$ cat config.mk
export PLATFORM = sky130hd
export DESIGN_NAME = compressed_frame_parser
export DESIGN_NICKNAME = d
export VERILOG_FILES = /design/src/rtl/compressed_frame_parser_pkg.sv /design/src/rtl/compressed_frame_parser_byte_counter.sv /design/src/rtl/compressed_frame_parser.sv
export SDC_FILE = /design/constraint.sdc
export NUM_CORES = 1
export LEC_CHECK = 0
export CELL_PAD_IN_SITES_DETAIL_PLACEMENT = 0
export CELL_PAD_IN_SITES_GLOBAL_PLACEMENT = 1
export CORE_AREA = 2 2 470 472
export DETAILED_ROUTE_END_ITERATION = 8
export DIE_AREA = 0 0 472 474
export MAX_ROUTING_LAYER = met4
export PLACE_DENSITY = 0.3
export SYNTH_ARGS = -nofsm -noshare
export SYNTH_HDL_FRONTEND = slang
export SYNTH_HIERARCHICAL = 1
export SYNTH_SLANG_ARGS = --single-unit
$ cat constraint.sdc
create_clock -name clk -period 7.6 [get_ports clk]
set_clock_uncertainty 0.2 [all_clocks]
set_input_delay 1.52 -clock clk [delete_from_list [all_inputs] [get_ports clk]]
set_output_delay 1.52 -clock clk [all_outputs]
set_load 0.005 [all_outputs]
$ cat src/rtl/compressed_frame_parser_pkg.sv
// +------------------------------------------------------------------+
// | compressed_frame_parser_pkg: shared widths and header layout     |
// | Revision: 1.0                                                    |
// +------------------------------------------------------------------+
`default_nettype none

package compressed_frame_parser_pkg;
  localparam int AXI_DATA_BITS   = 512;
  localparam int KEEP_W          = AXI_DATA_BITS / 8;
  localparam int TID_W           = 6;
  localparam int PAGE_SIZE       = 4096;
  localparam int PAGE_SIZE_WIDTH = 16;
  localparam int HEADER_SIZE     = 32;

  typedef logic [PAGE_SIZE_WIDTH-1:0] page_size_t;

  // Packed MSB-first, so com_size lands in the low half of the header beat.
  typedef struct packed {
    page_size_t uncom_size;
    page_size_t com_size;
  } frame_hdr_t;
endpackage

`default_nettype wire

$ cat src/rtl/compressed_frame_parser_byte_counter.sv
// +------------------------------------------------------------------+
// | frame_byte_counter: tkeep popcount with saturating accumulator   |
// | Revision: 1.0                                                    |
// +------------------------------------------------------------------+
`default_nettype none

module frame_byte_counter
  import compressed_frame_parser_pkg::*;
#(
  parameter int KEEP_BITS = KEEP_W,
  parameter int CNT_W     = PAGE_SIZE_WIDTH + 1
) (
  input  logic                 clk,
  input  logic                 rst_n,
  input  logic                 clear_i,
  input  logic                 add_i,
  input  logic [KEEP_BITS-1:0] keep_i,
  output logic [CNT_W-1:0]     final_o
);

  logic [CNT_W-1:0] cnt_q, cnt_d;
  logic [CNT_W:0]   w_sum;

  // final_o is the count including the current beat, clamped at all-ones.
  always_comb begin
    w_sum   = {1'b0, cnt_q} + (CNT_W + 1)'($countones(keep_i));
    final_o = w_sum[CNT_W] ? '1 : w_sum[CNT_W-1:0];
    cnt_d   = cnt_q;
    if (clear_i) begin
      cnt_d = '0;
    end else if (add_i) begin
      cnt_d = final_o;
    end
  end

  always_ff @(posedge clk or negedge rst_n) begin
    if (!rst_n) begin
      cnt_q <= '0;
    end else begin
      cnt_q <= cnt_d;
    end
  end

endmodule

`default_nettype wire

$ cat src/rtl/compressed_frame_parser.sv
// +------------------------------------------------------------------+
// | compressed_frame_parser: header -> meta channel, body pass-through|
// | Optional stats counters with COMP_PARSER_STATS_EN. Revision: 1.0 |
// +------------------------------------------------------------------+
`default_nettype none

module compressed_frame_parser
  import compressed_frame_parser_pkg::*;
#(
  parameter int unsigned MAX_SIZE = PAGE_SIZE
) (
  input  logic                     clk,
  input  logic                     rst_n,
  input  logic [AXI_DATA_BITS-1:0] axis_in_tdata_i,
  input  logic [KEEP_W-1:0]        axis_in_tkeep_i,
  input  logic                     axis_in_tlast_i,
  input  logic                     axis_in_tvalid_i,
  output logic                     axis_in_tready_o,
  output logic [AXI_DATA_BITS-1:0] axis_out_tdata_o,
  output logic [KEEP_W-1:0]        axis_out_tkeep_o,
  output logic                     axis_out_tlast_o,
  output logic [TID_W-1:0]         axis_out_tid_o,
  output logic                     axis_out_tvalid_o,
  input  logic                     axis_out_tready_i,
  output page_size_t               meta_uncom_size_o,
  output page_size_t               meta_com_size_o,
  output logic                     meta_valid_o,
  input  logic                     meta_ready_i,
  output logic                     err_hdr_o,
  output logic                     err_len_o
`ifdef COMP_PARSER_STATS_EN
  ,
  output logic [31:0]              stat_frames_o,
  output logic [31:0]              stat_bytes_in_o,
  output logic [31:0]              stat_err_hdr_o,
  output logic [31:0]              stat_err_len_o
`endif
);

  localparam int         SIZE_W = PAGE_SIZE_WIDTH;
  localparam page_size_t MAX_SZ = page_size_t'(MAX_SIZE);

  typedef enum logic [1:0] {HDR = 2'd0, BODY = 2'd1, DROP = 2'd2} parser_state_t;

  parser_state_t state_q;
  logic          run_q, meta_valid_q, err_hdr_q, err_len_q;
  page_size_t    uncom_q, com_q;

  frame_hdr_t      w_hdr;
  logic            w_in_hs, w_hdr_bad, w_hdr_err_ev, w_len_err_ev, w_body_last;
  logic [SIZE_W:0] w_final;

  assign w_hdr     = frame_hdr_t'(axis_in_tdata_i[HEADER_SIZE-1:0]);
  assign w_hdr_bad = axis_in_tlast_i || (w_hdr.com_size == '0) ||
                     (w_hdr.com_size > MAX_SZ) || (w_hdr.uncom_size > MAX_SZ);

  // run_q keeps tready low during reset and for the first edge after it.
  always_comb begin
    axis_in_tready_o  = 1'b0;
    axis_out_tvalid_o = 1'b0;
    case (state_q)
      HDR:  axis_in_tready_o = run_q && !meta_valid_q;
      BODY: begin
        axis_out_tvalid_o = axis_in_tvalid_i;
        axis_in_tready_o  = axis_out_tready_i;
      end
      DROP: axis_in_tready_o = 1'b1;
      default: axis_in_tready_o = 1'b0;
    endcase
  end

  assign w_in_hs      = axis_in_tvalid_i && axis_in_tready_o;
  assign w_body_last  = (state_q == BODY) && w_in_hs && axis_in_tlast_i;
  assign w_hdr_err_ev = (state_q == HDR) && w_in_hs && w_hdr_bad;
  assign w_len_err_ev = w_body_last && (w_final != {1'b0, com_q});

  assign axis_out_tdata_o  = axis_in_tdata_i;
  assign axis_out_tkeep_o  = axis_in_tkeep_i;
  assign axis_out_tlast_o  = axis_in_tlast_i;
  assign axis_out_tid_o    = '0;
  assign meta_uncom_size_o = uncom_q;
  assign meta_com_size_o   = com_q;
  assign meta_valid_o      = meta_valid_q;
  assign err_hdr_o         = err_hdr_q;
  assign err_len_o         = err_len_q;

  frame_byte_counter #(
    .KEEP_BITS (KEEP_W),
    .CNT_W     (SIZE_W + 1)
  ) u_byte_counter (
    .clk     (clk),
    .rst_n   (rst_n),
    .clear_i ((state_q == HDR) && w_in_hs),
    .add_i   ((state_q == BODY) && w_in_hs),
    .keep_i  (axis_in_tkeep_i),
    .final_o (w_final)
  );

  always_ff @(posedge clk or negedge rst_n) begin
    if (!rst_n) begin
      state_q      <= HDR;
      run_q        <= 1'b0;
      meta_valid_q <= 1'b0;
      uncom_q      <= '0;
      com_q        <= '0;
      err_hdr_q    <= 1'b0;
      err_len_q    <= 1'b0;
    end else begin
      run_q     <= 1'b1;
      err_hdr_q <= w_hdr_err_ev;
      err_len_q <= w_len_err_ev;
      if (meta_valid_q && meta_ready_i) begin
        meta_valid_q <= 1'b0;
      end
      case (state_q)
        HDR: begin
          if (w_in_hs) begin
            uncom_q <= w_hdr.uncom_size;
            com_q   <= w_hdr.com_size;
            if (w_hdr_bad) begin
              state_q <= axis_in_tlast_i ? HDR : DROP;
            end else begin
              meta_valid_q <= 1'b1;
              state_q      <= BODY;
            end
          end
        end
        BODY: if (w_body_last) state_q <= HDR;
        DROP: if (w_in_hs && axis_in_tlast_i) state_q <= HDR;
        default: state_q <= HDR;
      endcase
    end
  end

`ifdef COMP_PARSER_STATS_EN
  logic [31:0] frames_q, bytes_q, err_hdr_cnt_q, err_len_cnt_q;

  always_ff @(posedge clk or negedge rst_n) begin
    if (!rst_n) begin
      frames_q      <= '0;
      bytes_q       <= '0;
      err_hdr_cnt_q <= '0;
      err_len_cnt_q <= '0;
    end else begin
      if (w_body_last) frames_q <= frames_q + 32'd1;
      if ((state_q == BODY) && w_in_hs) begin
        bytes_q <= bytes_q + 32'($countones(axis_in_tkeep_i));
      end
      if (w_hdr_err_ev) err_hdr_cnt_q <= err_hdr_cnt_q + 32'd1;
      if (w_len_err_ev) err_len_cnt_q <= err_len_cnt_q + 32'd1;
    end
  end

  assign stat_frames_o   = frames_q;
  assign stat_bytes_in_o = bytes_q;
  assign stat_err_hdr_o  = err_hdr_cnt_q;
  assign stat_err_len_o  = err_len_cnt_q;
`endif

endmodule

`default_nettype wire

==> results.yml <==
synth:
  synth_most_common_cell: "buf_4"
  syn_avg_cell_area_um2: 8.91
  syn_inst: 1068
  ys_ff_latch: 55
  ys_top_cells_by_area: "buf_4 46%, dfrtp_1 14%, fa_1 11%"
  netlist_top_cells_count: "583 x buf_4, 100 x inv_1, 55 x dfrtp_1"
  synth_edf_count: 0
  synth_largest_area_cell: "buf_4"
  syn-cell-area_mm2: 0.00951
  ys_seq_area_frac: 0.145
  ys_types: 52
  ys_async_sr_fraction: 1.00
  synth_warnings: 6
  netlist.area_leader.share: 0.460
  synth_flop_cell: "dfrtp_1"
global_route:
  grt_pass1_wl_um: 95000
  grtUsageMet3: 0.0856
  grt.busiest_layer: "met2"
  gr-usage-met2: 0.0984
  use_met1: 0.0516
  grtUsageTotal: 0.0711
  grt_pass1_vias: 6563
  antenna_found_initial: 2
  grt_max_degree: 49
  grt_overflow: 0
clocking:
  cts.sinks: 55
  cts_root_buf: "clkbuf_16"
  numCtsBuffers: 5
  clk_pin_slew_worst_paths_ns: 0.10
  h-tree-depth: 2
  clockBufferDepth: 2
  clk_latency_ns: 0.35
  cts_tree: "done"
job:
  max-cap-violations: 0
die:
  ios: 1202
  core_area_mm2: 0.219
  die_w_um: 472
  rows: 172
  dieArea_mm2: 0.224
  initial_core_util: 0.0435
  die_y_um: 474
place:
  dp_slack_ns: -2.04
  placed_cell_area_mm2: 0.0118
  place_hpwl_um: 73000
  place.gp.congestion: 0.689
  dpl.cell_count: 3685
  io_buffers: 235
setup_path:
  start_kind: "input port"
  worstPathMaxFanout: 8
  r2r-end: "err_len_o"
  arrival_ns: 8.79
  crit_start: "axis_in_tkeep_i[12]"
  worstPathRequired_ns: 7.64
  critPathKind: "input port to flip-flop"
  ff2ff_path_depth: 22
  r2r_start: "u_byte_counter/cnt_q[1]"
  r2r_setup_slack_ns: 0.63
  crit_path_end_kind: "flip-flop"
min_path:
  min_path_type: "flip-flop to flip-flop"
  min_delay_path_depth: 1
  min-delay-start: "meta_uncom_size_o[10]"
  whs_endpoint: "meta_uncom_size_o[10]"
power_and_ir_drop:
  peakVddDrop_mv: 1.00
  swShare: 0.501
  p_switching_mw: 4.51
  clkPwrFrac: 0.033
  intPower_mw: 4.50
  total_power_mw: 9.02
  leakage_nw: 4.33
  combPwrFrac: 0.919
  pwr_density_cell_mw_per_mm2: 725
  seqPwrFrac: 0.047
detailed_routing:
  drt_iter0_markers: 198
  route.vias.total: 5975
  finalWirelength_um: 80400
  drc: 0
  drtPass1Iterations: 4
  final_antenna_net_count: 0
  vias_per_cell: 1.61
  detail_route.wl_per_cell_um: 21.7
timing:
  period_share: 1.15
  setup_violations: 18
  finalCriticalPeriod_ns: 8.75
  slew_violations: 0
  tns_ns: -11.53
  max_freq_mhz: 114
  setup_slack_ns: -1.15
  rsz0062_at_grt: "true"
  hold_violations: 0
  maxSlewHeadroom: 0.336
  tightest_slew_ns: 0.996
final_layout:
  syn_to_final_growth_pct: 30.7
  layout-drive-gt1-share: 0.269
  final_cell_count_no_fill: 3711
  fin_area_mm2: 0.0124
  nets: 1522
outcome:
  outcome: "finished, violations left"
  violations: "setup timing"
==> worst max-delay path: stages <==
cell	delay [ns]
clkdlybuf4s50_1	0.61
fa_1	0.50
fa_1	0.41
fa_1	0.64
fa_2	0.62
inv_2	0.04
fa_2	0.52
fa_1	0.44
fa_1	0.50
fa_1	0.53
inv_2	0.06
ha_4	0.22
a211oi_4	0.26
o21ai_2	0.11
a2111o_2	0.62
a21oi_2	0.21
a41oi_2	0.06
xor2_1	0.19
nor4_2	0.30
nand4_1	0.11
o311a_1	0.30
==> repair_timing <==
item	in CTS	in global routing
endpoints found under the setup margin	18	18
hold buffers	0	0
gates cloned	1	0
buffers inserted	14	4
gates resized for setup	56	25
pin swaps	26	30
==> final cells by class <==
type / instances / area (um^2)
flip-flops and latches: 55 / 1380
well taps: 2871 / 3590
inverters: 100 / 375
clock inverters: 3 / 33.8
clock buffers: 5 / 125
repair buffers: 350 / 3290
diodes: 3 / 7.51
multi-input cells: 324 / 3640
fillers: 25823 / 206000
==> cells by family (layout without fill, tap and decap cells) <==
kind of cell / count (synthesis) / in the layout / share of synthesized area
mux: 32 / 32 / 0.0379
other cells: 2 / 10 / 0.000789
compound gates: 69 / 69 / 0.0605
xor+xnor: 24 / 24 / 0.0221
buf+inv: 695 / 458 / 0.506
fa+ha+maj: 104 / 104 / 0.179
simple gates: 87 / 88 / 0.0483
flops: 55 / 55 / 0.145
==> layer usage <==
layer | part of all wire | vias up
met1 | 0.26 | 2596
met3 | 0.27 | 339
met2 | 0.41 | 710
met5 | 0 | -
met4 | 0.061 | 0
li1 | - | 2330
==> flip-flops by register name, indices dropped and copies added (netlist names) <==
name                  count
meta_com_size_o          16
state_q                   2
err_hdr_o                 1
run_q                     1
meta_uncom_size_o        16
err_len_o                 1
u_byte_counter/cnt_q     17
meta_valid_o              1
==> metrics by stage <==
step | hold slack [ns] | utilization
after global placement | 0.292 | 0.0542
after detailed placement | 0.296 | 0.0542
after global routing | 0.338 | 0.0569
final | 0.318 | 0.0569
after floorplan | 0.304 | -
after CTS | 0.320 | 0.0563
==> how the worst max path moves through the flow <==
stage	to	slack [ns]	depth (start not counted)
3_3_place_gp	err_len_o	-1.97	23
4_1_cts	err_len_o	-1.33	23
5_1_grt	err_len_o	-1.49	25
6_report	err_len_o	-1.15	21
2_1_floorplan	err_len_o	-1.03	26
3_5_place_dp	err_len_o	-2.04	23
==> power groups by stage <==
stage	logic [mW]	clock network, mW	registers [mW]
floorplan	4.04	0	0.373
global placement	7.84	0	0.468
CTS	8.27	0.336	0.462
finish	8.29	0.300	0.428
detailed placement	7.71	0	0.468
global route	9.10	0.337	0.452
==> cells in the final DEF (no fill, tap or decap), drive strengths merged, types with 10 or more instances in the layout <==
cell,n
a21oi,11
a311oi,15
buf,119
clkdlybuf4s50,228
dfrtp,55
fa,54
ha,50
inv,100
mux2,32
nand2,22
nand3,10
nor2,19
o21ai,10
xor2,21
No activity file was read; power rests on OpenSTA's default activity.
==> variant: new RTL, same settings <==
Register the output `err_hdr_o` once more; this adds one clock of latency there. The other outputs are not delayed to match.
--- a/src/rtl/compressed_frame_parser.sv
+++ b/src/rtl/compressed_frame_parser.sv
@@ -82,5 +82,7 @@
   assign meta_com_size_o   = com_q;
   assign meta_valid_o      = meta_valid_q;
-  assign err_hdr_o         = err_hdr_q;
+  always_ff @(posedge clk) begin
+    err_hdr_o <= err_hdr_q;
+  end
   assign err_len_o         = err_len_q;
 
Function: changed (a bounded check fails within 4 cycles, from zero or initial values and one cycle with rst_n low).
==> variant against the original RTL <==
- highest routed layer unchanged
- count of clock-buffer cells in the layout unchanged
- worst setup slack improved by 0.42 ns
- sequential cell count up 1
- the run still ends with setup timing left
- wire length rose by 27%
- critical path type unchanged
- power is 14% lower
- synthesized area down 1.6%
- global-route usage up 1.9 points
- final area shrank 4.0%
==> variant: results (changes against the original RTL) <==
The count of filler cells inserted in the layout was 25.9k (+0.31%); the final-report setup violation count was 8 (-10). The pin slew with the least headroom to its limit was 1.22 ns (+0.219 ns); the combinational share of power was 91.4% (-0.5 points). The flow ran to the end, but the final reports show violations.

Endpoint of the worst hold path: err_hdr_o$_DFF_P_. Ranked by instance count, the synthesized netlist is headed by buf_4 (586), inv_1 (102), fa_1 (56). The xor/xnor cell area share of the yosys netlist was 1.97% (-0.24 points); the areal power density over the cells was 653 nW/µm² (-9.9%). The number of global-route vias before repair came out at 6505 (-0.88%). The logs give 29 (+27) for the initial antenna violation count and 4.05 mW (-10%) for the switching power summed over all nets.

The total leakage power is 4.08 nW (-5.8%). The run gives -0.729 ns (+0.423 ns) as the final worst-path setup slack. Number of vias per cell: 1.61 (+0.23%).

The fraction of registers with async set or reset after synthesis is 98.2% (-1.8 points). The startpoint identified for the worst register-to-register timing path is u_byte_counter/cnt_q[0]$_DFFE_PN0P_. The area of the multi-input gates was 3340 µm² (-8.3%); the power attributed to sequential cells was 0.395 mW (-7.7%). The average wire per cell in the routed design is 27.7 µm (+28%), and the maximum fanout encountered on the critical timing path is 4 (-4).

The synthesized-area fraction occupied by ao, oa, aoi and oai cells is 5.57% (-0.48 points), and the share of cells above drive strength 1 is 28.7% (+1.8 points). The maximum VDD drop is 0.000798 V (-20%). For the violation count after the first detailed-routing iteration, the log shows 196 (-1.0%).

For the HPWL after detailed placement, the log shows 95.8 mm (+31%). The number of nets at the end of the flow came out at 1483 (-2.6%). The checks that failed: setup timing.
variant: changes by cell type in the layout (fill, tap and decap cells not counted), sizes merged, moves of 5 or more:
cell | before | now
a311oi | 15 | 5
diode | 3 | 9
ha | 50 | 28
buf | 119 | 129
clkdlybuf4s15 | 0 | 5
clkdlybuf4s50 | 228 | 199
variant: final cells by class:
type / instances / area share (%)
antenna: 9 / 0.189
timing repair buffer: 336 / 25.6
multi-input combinational: 316 / 28.0
tap: 2871 / 30.1
clock inverter: 3 / 0.231
clock buffer: 5 / 1.05
inverter: 102 / 3.21
sequential: 56 / 11.7
variant: timing repair:
item	in CTS	in global routing
endpoints found under the setup margin	18	18
endpoints found under the hold margin	0	0
resized for setup	175	22
buffers inserted	6	6
pin swaps	45	20
variant: kinds of logic (layout without fill, tap and decap cells):
logic type	Yosys count	after routing
compound gates	68	68
xor+xnor	21	21
fa+ha+maj	84	84
buf+inv	698	446
flops	56	56
mux	35	35
other cells	2	16
simple gates	101	101
variant: worst max-delay path, cell delays in order:
cell,delay [ns]
clkdlybuf4s50_1,0.62
fa_2,0.47
fa_1,0.53
inv_1,0.05
fa_1,0.56
inv_2,0.05
fa_1,0.57
fa_1,0.43
fa_1,0.49
inv_1,0.05
fa_1,0.51
inv_2,0.07
ha_1,0.28
nor2b_1,0.15
o2111a_2,0.33
o21ai_2,0.19
a2bb2oi_1,0.22
mux2_2,0.37
xor2_1,0.14
nor4_1,0.32
nand4_1,0.13
o311a_1,0.30
variant: routing by layer:
metal | track usage (%) | share of wire, %
met4 | 3.06 | 3.9
met5 | - | 0
met2 | 13.9 | 45
met3 | 12.1 | 30
met1 | 5.38 | 21
